===== src/rtl/aipp_pkg.sv =====
// Shared types and defaults for the AIPP pre-emptive VID boost sequencer.
package aipp_pkg;

   localparam int VID_W_DEF    = 8;
   localparam int VID_STEP_DEF = 1;
   localparam int HOLD_W_DEF   = 16;
   localparam int CNT_W_DEF    = 8;

   typedef enum logic [2:0] {
      IDLE      = 3'd0,
      LEAD      = 3'd1,
      RAMP_UP   = 3'd2,
      HOLD      = 3'd3,
      RAMP_DOWN = 3'd4,
      COOLDOWN  = 3'd5
   } state_t;

   // Increment v, sticking at the all-ones value of a w-bit counter.
   function automatic logic [31:0] sat_inc(input logic [31:0] v, input int unsigned w);
      logic [31:0] max_v;
      max_v = (w >= 32) ? 32'hFFFF_FFFF : ((32'd1 << w) - 32'd1);
      return (v >= max_v) ? v : v + 32'd1;
   endfunction

endpackage


===== src/rtl/aipp_vid_stepper.sv =====
// VID step generator: owns the current setpoint, clamped step arithmetic and
// the valid/ready output register towards the VRM interface.
module aipp_vid_stepper
   import aipp_pkg::*;
#(
   parameter int VID_W    = VID_W_DEF,
   parameter int VID_STEP = VID_STEP_DEF
) (
   input  logic             clk,
   input  logic             rst,
   input  logic             init_i,
   input  logic [VID_W-1:0] init_vid_i,
   input  logic             up_i,
   input  logic             down_i,
   input  logic [VID_W-1:0] up_cap_i,
   input  logic [VID_W-1:0] down_cap_i,
   input  logic             vid_ready_i,
   output logic [VID_W-1:0] vid_out_o,
   output logic             vid_valid_o,
   output logic             accepted_o,
   output logic             done_o
);

   localparam int XW = VID_W + 1;

   logic [VID_W-1:0] cur_vid_q, cur_vid_d, vid_q, vid_d;
   logic [VID_W-1:0] base, up_val, down_val;
   logic [VID_W:0]   base_x, up_sum, down_lim;
   logic             valid_q, valid_d, dir_up_q, dir_up_d;
   logic             fire, issue;

   // Handshake: a transfer completes on a cycle with vid_valid_o & vid_ready_i.
   // Once valid is raised, vid_out_o is frozen until that cycle; ready alone
   // (valid low) has no effect.
   assign fire        = valid_q & vid_ready_i;
   assign accepted_o  = fire;
   assign done_o      = fire & (vid_q == (dir_up_q ? up_cap_i : down_cap_i));
   assign vid_out_o   = vid_q;
   assign vid_valid_o = valid_q;

   always_comb begin
      // The step after an accepted transfer builds on the value just accepted.
      base     = fire ? vid_q : cur_vid_q;
      base_x   = {1'b0, base};
      up_sum   = base_x + XW'(VID_STEP);
      up_val   = (up_sum > {1'b0, up_cap_i}) ? up_cap_i : up_sum[VID_W-1:0];
      down_lim = {1'b0, down_cap_i} + XW'(VID_STEP);
      down_val = (base_x < down_lim) ? down_cap_i : base - VID_W'(VID_STEP);
      issue    = (up_i | down_i) & (~valid_q | fire);

      cur_vid_d = cur_vid_q;
      vid_d     = vid_q;
      valid_d   = valid_q;
      dir_up_d  = dir_up_q;
      if (fire) begin
         cur_vid_d = vid_q;
         valid_d   = 1'b0;
      end
      if (init_i) begin
         cur_vid_d = init_vid_i;
      end
      if (issue) begin
         vid_d    = up_i ? up_val : down_val;
         valid_d  = 1'b1;
         dir_up_d = up_i;
      end
   end

   always_ff @(posedge clk) begin
      if (rst) begin
         cur_vid_q <= '0;
         vid_q     <= '0;
         valid_q   <= 1'b0;
         dir_up_q  <= 1'b0;
      end else begin
         cur_vid_q <= cur_vid_d;
         vid_q     <= vid_d;
         valid_q   <= valid_d;
         dir_up_q  <= dir_up_d;
      end
   end

endmodule


===== src/rtl/aipp_boost_sequencer.sv =====
// Pre-emptive VRM boost sequencer: on a trigger rising edge waits a lead time,
// ramps VID to the boost level, holds, ramps back to nominal and cools down.
module aipp_boost_sequencer
   import aipp_pkg::*;
#(
   parameter int VID_W    = VID_W_DEF,
   parameter int VID_STEP = VID_STEP_DEF,
   parameter int HOLD_W   = HOLD_W_DEF,
   parameter int CNT_W    = CNT_W_DEF
) (
   input  logic              clk,
   input  logic              rst,
   input  logic              trigger_i,
   input  logic [VID_W-1:0]  nominal_vid,
   input  logic [VID_W-1:0]  boost_vid,
   input  logic [CNT_W-1:0]  lead_cycles,
   input  logic [HOLD_W-1:0] hold_cycles,
   input  logic [CNT_W-1:0]  cooldown_cycles,
   output logic [VID_W-1:0]  vid_out,
   output logic              vid_valid,
   input  logic              vid_ready,
   output logic              boost_active,
   output logic              busy,
   output logic              cfg_err,
   output logic [CNT_W-1:0]  retrig_count,
   output logic [CNT_W-1:0]  drop_count,
   output logic [2:0]        state_o
);

   state_t            state_q, state_d;
   logic              trig_q, trig_edge;
   logic [CNT_W-1:0]  lead_q, lead_d, cool_q, cool_d, cool_cfg_q, cool_cfg_d;
   logic [HOLD_W-1:0] hold_q, hold_d, hold_cfg_q, hold_cfg_d;
   logic [VID_W-1:0]  nom_q, nom_d, bst_q, bst_d;
   logic [CNT_W-1:0]  retrig_q, retrig_d, drop_q, drop_d;
   logic              rev_q, rev_d, cfg_err_q, cfg_err_d;
   logic              busy_q, busy_d, act_q, act_d;
   logic              st_init, st_up, st_down, st_acc, st_done;

   assign trig_edge    = trigger_i & ~trig_q;
   assign boost_active = act_q;
   assign busy         = busy_q;
   assign cfg_err      = cfg_err_q;
   assign retrig_count = retrig_q;
   assign drop_count   = drop_q;
   assign state_o      = state_q;

   aipp_vid_stepper #(.VID_W(VID_W), .VID_STEP(VID_STEP)) u_stepper (
      .clk         (clk),
      .rst         (rst),
      .init_i      (st_init),
      .init_vid_i  (nominal_vid),
      .up_i        (st_up),
      .down_i      (st_down),
      .up_cap_i    (bst_q),
      .down_cap_i  (nom_q),
      .vid_ready_i (vid_ready),
      .vid_out_o   (vid_out),
      .vid_valid_o (vid_valid),
      .accepted_o  (st_acc),
      .done_o      (st_done)
   );

   always_comb begin
      state_d    = state_q;
      lead_d     = lead_q;
      hold_d     = hold_q;
      cool_d     = cool_q;
      nom_d      = nom_q;
      bst_d      = bst_q;
      hold_cfg_d = hold_cfg_q;
      cool_cfg_d = cool_cfg_q;
      retrig_d   = retrig_q;
      drop_d     = drop_q;
      rev_d      = rev_q;
      cfg_err_d  = 1'b0;
      st_init    = 1'b0;
      st_up      = 1'b0;
      st_down    = 1'b0;

      case (state_q)
         IDLE: begin
            if (trig_edge) begin
               if (boost_vid <= nominal_vid) begin
                  cfg_err_d = 1'b1;
               end else begin
                  state_d    = LEAD;
                  lead_d     = lead_cycles;
                  nom_d      = nominal_vid;
                  bst_d      = boost_vid;
                  hold_cfg_d = hold_cycles;
                  cool_cfg_d = cooldown_cycles;
                  st_init    = 1'b1;
               end
            end
         end
         LEAD: begin
            if (trig_edge) drop_d = CNT_W'(sat_inc(32'(drop_q), CNT_W));
            if (lead_q == '0) begin
               state_d = RAMP_UP;
               st_up   = 1'b1;
            end else begin
               lead_d = lead_q - CNT_W'(1);
            end
         end
         RAMP_UP: begin
            if (trig_edge) drop_d = CNT_W'(sat_inc(32'(drop_q), CNT_W));
            if (st_done) begin
               state_d = HOLD;
               hold_d  = hold_cfg_q;
            end else if (st_acc) begin
               st_up = 1'b1;
            end
         end
         HOLD: begin
            if (trig_edge) begin
               hold_d   = hold_cycles;
               retrig_d = CNT_W'(sat_inc(32'(retrig_q), CNT_W));
            end else if (hold_q == '0) begin
               state_d = RAMP_DOWN;
               st_down = 1'b1;
            end else begin
               hold_d = hold_q - HOLD_W'(1);
            end
         end
         RAMP_DOWN: begin
            // Reaching nominal beats any reversal request, which is then counted as dropped.
            if (st_done) begin
               state_d = COOLDOWN;
               cool_d  = cool_cfg_q;
               rev_d   = 1'b0;
               if (trig_edge | rev_q) drop_d = CNT_W'(sat_inc(32'(drop_q), CNT_W));
            end else if (st_acc | ~vid_valid) begin
               if (trig_edge | rev_q) begin
                  state_d = RAMP_UP;
                  st_up   = 1'b1;
                  rev_d   = 1'b0;
               end else begin
                  st_down = 1'b1;
               end
            end else if (trig_edge) begin
               rev_d = 1'b1;
            end
         end
         COOLDOWN: begin
            if (trig_edge) drop_d = CNT_W'(sat_inc(32'(drop_q), CNT_W));
            if (cool_q <= CNT_W'(1)) begin
               state_d = IDLE;
            end else begin
               cool_d = cool_q - CNT_W'(1);
            end
         end
         default: state_d = IDLE;
      endcase

      busy_d = (state_d != IDLE);
      act_d  = (state_d == RAMP_UP) || (state_d == HOLD);
   end

   always_ff @(posedge clk) begin
      if (rst) begin
         state_q    <= IDLE;
         trig_q     <= 1'b0;
         lead_q     <= '0;
         hold_q     <= '0;
         cool_q     <= '0;
         nom_q      <= '0;
         bst_q      <= '0;
         hold_cfg_q <= '0;
         cool_cfg_q <= '0;
         retrig_q   <= '0;
         drop_q     <= '0;
         rev_q      <= 1'b0;
         cfg_err_q  <= 1'b0;
         busy_q     <= 1'b0;
         act_q      <= 1'b0;
      end else begin
         state_q    <= state_d;
         trig_q     <= trigger_i;
         lead_q     <= lead_d;
         hold_q     <= hold_d;
         cool_q     <= cool_d;
         nom_q      <= nom_d;
         bst_q      <= bst_d;
         hold_cfg_q <= hold_cfg_d;
         cool_cfg_q <= cool_cfg_d;
         retrig_q   <= retrig_d;
         drop_q     <= drop_d;
         rev_q      <= rev_d;
         cfg_err_q  <= cfg_err_d;
         busy_q     <= busy_d;
         act_q      <= act_d;
      end
   end

endmodule


===== config.mk =====
export PLATFORM = sky130hd
export DESIGN_NAME = aipp_boost_sequencer
export DESIGN_NICKNAME = d
export VERILOG_FILES = /design/src/rtl/aipp_pkg.sv /design/src/rtl/aipp_vid_stepper.sv /design/src/rtl/aipp_boost_sequencer.sv
export SDC_FILE = /design/constraint.sdc
export NUM_CORES = 1
export LEC_CHECK = 0
export ABC_CLOCK_PERIOD_IN_PS = 3900
export BUFFER_PORTS_ARGS = -buffer_cell sky130_fd_sc_hd__buf_2
export CAP_MARGIN = 10
export CORE_UTILIZATION = 52
export DETAILED_ROUTE_END_ITERATION = 16
export PLACE_DENSITY = 0.8
export SYNTH_ARGS = -nofsm -noshare
export SYNTH_HDL_FRONTEND = slang
export SYNTH_SLANG_ARGS = --single-unit

===== constraint.sdc =====
create_clock -name clk -period 3.9 [get_ports clk]
set_input_delay 0.39 -clock clk [delete_from_list [all_inputs] [get_ports clk]]
set_output_delay 0.39 -clock clk [all_outputs]
set_load 0.005 [all_outputs]

# [Yosys cells after proc, flatten, opt, wreduce, memory -nomap -nowiden]
# Cells that the tools add are included.
[classes] n_mux=56 reduce_logical=20 n_lt_le_gt_ge=6 addsub=8 n_bitwise=13 n_eq_ne=18
[ops] cell="$mux W8" n=15
[ops] cell="$mux W16" n=3
[ops] cell="$pmux W8 S2" n=3
[ops] cell="$pmux W16 S2" n=1
[ops] cell="$mux W3" n=10
[ops] cell="$sub A8 B1 Y8 const B" n=3
[ops] cell="$mux W1" n=21
[ops] cell="$add A8 B1 Y9 const B" n=2
[ops] cell="$pmux W3 S6" n=1
[ops] cell="$add A8 B1 Y8 const B" n=2
[ops] cell="$ge A8 B8 Y1 const B" n=2
[ops] cell="$logic_not A16 Y1" n=1
[ops] cell="$sub A16 B1 Y16 const B" n=1
[ops] cell="$reduce_and A3 Y1" n=5
[ops] cell="$ne A2 B2 Y1 const B" n=7
[ops] cell="$eq A3 B2 Y1 const B" n=4
[ops] cell="$reduce_bool A2 Y1" n=5
[ops] cell="$gt A9 B8 Y1" n=1
[ops] cell="$lt A8 B9 Y1" n=1
[ops] cell="$eq A8 B8 Y1" n=1
[ops] cell="$le A8 B1 Y1 const B" n=1
[ops] cell="$le A8 B8 Y1" n=1
[ops] cell="$logic_not A8 Y1" n=1
[ops] cell="$reduce_and A4 Y1" n=2
[ops] cell="13 further kinds" n=27
[word_totals] reg_bits=114

# [Logic depth before layout (Yosys ltp)]
[logic_depth] word_depth=10 depth_mapped=15

# [By module]
# From an unflattened synthesis, not the netlist that was laid out.
[unflattened] cells_unflattened=884 hier_area_um2=6854.1
[modules_own_cells] mod="aipp_boost_sequencer" cells_each=622 area_each_um2=4824.6 seq_area_each_um2=1921.8 instances=1
[modules_own_cells] mod="aipp_vid_stepper" cells_each=262 area_each_um2=2029.4 seq_area_each_um2=360.3 instances=1

# [Worst setup path after synthesis]
# Ideal clock, no wire load.
[synth_path] path_kind="input to register" startpoint="input port vid_ready" endpoint="register u_stepper.vid_q[7], in the netlist u_stepper.vid_out_o[7]" path_stages=15 t_arrival_ps=3188 path_slack_ps=595 n_path_buf=1 cell_sequence="clkbuf_1 -> and3_1 -> nor2_1 -> inv_1 -> ha_1 -> nand4_1 -> xnor2_1 -> ha_1 -> o21a_1 -> o21a_1 -> o22ai_1 -> o22ai_1 -> mux2i_1 -> mux2i_1 -> a22o_1"
[synth_between] elab_chain_len=7 elab_cells_between_ends=21 classes_between="add/sub: 2; order compare: 2; mux: 12; bitwise: 5"
[synth_lines] element="start, declared" line_no="aipp_boost_sequencer.sv:21" text="input logic vid_ready,"
[synth_lines] element="$and A1 B1 Y1 (*)" line_no="aipp_vid_stepper.sv:35" text="assign fire = valid_q & vid_ready_i;"
[synth_lines] element="parallel branches: the longest is 6 deep, another holds $add A8 B1 Y9"
[synth_lines] element="end signal, assigned" line_no="aipp_vid_stepper.sv:77" text="vid_q <= vid_d;"
[synth_lines] element="end, declared" line_no="aipp_vid_stepper.sv:26" text="logic [VID_W-1:0] cur_vid_q, cur_vid_d, vid_q, vid_d;"
# Mark *: on every way between the ends.
# A chain may end at the register's enable or synchronous reset.

# [Final worst setup path]
[layout_path] startpoint="register u_stepper.valid_q, in the netlist u_stepper.vid_valid_o" endpoint="register u_stepper.vid_q[0], in the netlist u_stepper.vid_out_o[0]"
[layout_between] elab_chain_len=7 elab_cells_between_ends=22 classes_between="add/sub: 2; order compare: 2; mux: 12; bitwise: 6"
[layout_lines] element="start, declared" line_no="aipp_vid_stepper.sv:29" text="logic valid_q, valid_d, dir_up_q, dir_up_d;"
[layout_lines] element="start signal, assigned" line_no="aipp_vid_stepper.sv:78" text="valid_q <= valid_d;"
[layout_lines] element="parallel branches: the longest is 7 deep, another holds $add A8 B1 Y9"
# Parallel ways; which one is timed is not known.

==> flow_summary.ini <==
[synth]
async_flop_share = 0
synth_fa_ha_area_frac = 0.0575
syn_area_um2 = 6970
ys_warn_count = 0
avgSynthCellArea_um2 = 8.44
synth_top_flop_cell = dfxtp_1
synth.distinct_cells = 73
synthXorXnorAreaFrac = 0.0553
synth_edf_count = 0
synth.net_count = 910
muxShareOfSynthArea = 0.114
synth_compound_area_frac = 0.210
synth-simple-area-share = 0.185
yosysSeqAreaShare = 0.327
synth_top_family_by_area = compound AO/OA/AOI/OAI gates
netlist_instances = 826
ys_ff_latch = 114

[final_layout]
nNetsFinal = 982
nFillCells = 1103
drive_gt1_frac = 0.169
layoutNonFillerInstCount = 1082
utilization = 0.630
area_growth_pct = 16.0
antenna_cells = 0

[placement]
io_buffers = 82
gp_congestion = 0.964
placedCellCount = 1051
dp_hpwl_um = 13200

[worst_setup_path]
start_kind = flop
cp-end-kind = flop
crit_fanout = 8
cp.required_ps = 4240
arrival_ps = 3780
reg2regPathDepth = 14
r2r_setup_slack_ps = 460
crit_type = flop to flop
worstReg2RegEnd = u_stepper.vid_out_o[0]
reg2reg_from = u_stepper.vid_valid_o

[timing]
tns_ps = 0
post-route-period-util = 0.882
finClkSkew_ps = 4.24
hold_viol = 0
tightest_slew_ps = 1070
slew_headroom = 0.281
drv_slew = 0
rsz0062_at_grt = false
setup_viol = 0
min_period_ps = 3440
max_freq_mhz = 291

[detailed_routing]
drt-total-wl_um = 18300
dr.pass1.iters = 5
vias_per_cell = 5.96
drtAntennaViolNets = 0
drc = 0
drt_iter0_markers = 436
routedWlPerCell_um = 17.0
via_count = 6453

[grt]
grt_pass1_wl_um = 29800
grt_max_degree = 48
grt_overflow = 0
grt_pass1_vias = 5983
antenna_found_initial = 0
grt_use_total = 0.269

[clock_network]
cts_setup_buffers = 0
cts.sinks = 114
ctsHtreeMaxLevel = 4
cts_buffers = 17
clk_pin_slew_worst_paths_ps = 50
cts_root_buffer = clkbuf_16
cts_buffer_depth = 2
ctsResizeCount = 0
holdBufCountCts = 0
insertion_delay_ps = 420
cts_tree = done

[power_and_ir_drop]
power_leakage_nw = 3.57
peakVddDrop_v = 0.000322
p_per_area_nw_per_um2 = 424

[min_path]
min_to = cool_cfg_q[2]
holdPathStages = 3
worstHoldStart = cooldown_cycles[2]
hold_class = input port to flop

[floorplan]
die_h_um = 118
initial_core_util = 0.543
core_area_um2 = 12800
rows = 41
dieArea_um2 = 13900
io_pins = 83
die_width_um = 118

[run]
maxCapViolCount = 0

[outcome]
status = complete, no violations
-- layout by cell type, fill, tap and decap left out, types with 30 or more instances in the layout --
cell	instances
nand2_1	50
xnor2_1	30
ha_1	32
a211oi_1	37
buf_2	81
dfxtp_1	114
inv_1	34
a21oi_1	48
nor2_1	118
mux2i_1	77
-- metrics by stage --
step	instance area [um^2]	total power, mW	hold slack, ps	setup WS (ps)
2_1_floorplan	6970	1.84	431	595
3_3_place_gp	7550	2.03	441	419
3_5_place_dp	7550	2.04	450	306
4_1_cts	8080	3.44	190	487
5_1_grt	8080	3.57	206	223
6_report	8080	3.43	202	458
-- cells in the mapped netlist, types with 6 or more instances --
library cell / count / area (um^2)
nor2_1: 118 / 443
dfxtp_1: 114 / 2280
mux2i_1: 77 / 771
nand2_1: 50 / 188
a21oi_1: 48 / 240
a211oi_1: 37 / 278
clkbuf_1: 36 / 135
inv_1: 34 / 128
ha_1: 32 / 400
xnor2_1: 30 / 263
o21ai_0: 28 / 140
nand4_1: 18 / 113
nand2b_1: 14 / 87.6
xor2_1: 14 / 123
nand3_1: 13 / 65.1
nor3_1: 13 / 65.1
o31ai_1: 9 / 67.6
a22o_1: 8 / 70.1
nor2b_1: 8 / 50.1
o32ai_1: 8 / 70.1
a211o_1: 7 / 61.3
a21o_1: 6 / 45.0
o21a_1: 6 / 45.0
or3_1: 6 / 37.5
-- state kept, by name, summed over array words and instances, names as in the netlist, 3 cells and up --
name and count:
hold_q 16, cool_q 8, retrig_count 8, u_stepper.vid_out_o 8, drop_count 8, hold_cfg_q 16, cool_cfg_q 8, bst_q 8
nom_q 8, state_o 3, u_stepper.cur_vid_q 8, lead_q 8
-- layer usage --
| metal | vias up | share of wire | routed length, um | track usage |
|---|---|---|---|---|
| li1 | 3146 | - | - | - |
| met1 | 3045 | 0.45 | 8330 | 0.356 |
| met2 | 227 | 0.46 | 8400 | 0.421 |
| met3 | 35 | 0.063 | 1150 | 0.0572 |
| met4 | 0 | 0.026 | 473 | 0.114 |
| met5 | - | 0 | 0 | 0 |
-- power by group --
part / internal, mW / switching (mW)
registers: 1.22 / 0.0631
clock network: 0.851 / 0.543
logic: 0.334 / 0.414
total: 2.41 / 1.02
-- cells by family (layout without fill, tap and decap cells) --
group | after synthesis | after routing
buf+inv | 84 | 168
simple gates | 271 | 271
flops | 114 | 114
xor+xnor | 44 | 44
compound gates | 202 | 202
mux | 79 | 79
fa+ha+maj | 32 | 32
-- critical path: stages (launching register included) --
cell	delay (ps)
dfxtp_1	450
nand2_1	220
buf_4	230
mux2i_1	290
inv_1	170
xnor2_1	280
ha_1	300
o21a_1	180
o21a_1	160
o22ai_1	120
o22ai_1	140
buf_4	200
nor2b_1	140
mux2_4	260
o32ai_2	230
-- final cells by class --
type	instances	area, um^2	area share
clock inverters	9	58.8	0.00727
well taps	172	215	0.0266
flip-flops and latches	114	2280	0.282
repair buffers	102	576	0.0712
multi-input cells	628	4350	0.538
inverters	35	131	0.0163
clock buffers	22	474	0.0587
-- worst max-delay path by stage --
stage          slack, ps                     end             startpoint
2_1_floorplan        600  u_stepper.vid_out_o[7]              vid_ready
3_3_place_gp         420  u_stepper.vid_out_o[0]              vid_ready
3_5_place_dp         310  u_stepper.vid_out_o[0]              vid_ready
4_1_cts              490  u_stepper.vid_out_o[0]  u_stepper.vid_valid_o
5_1_grt              220  u_stepper.vid_out_o[0]  u_stepper.vid_valid_o
6_report             460  u_stepper.vid_out_o[0]  u_stepper.vid_valid_o
No activity file was read; power rests on OpenSTA's default activity.
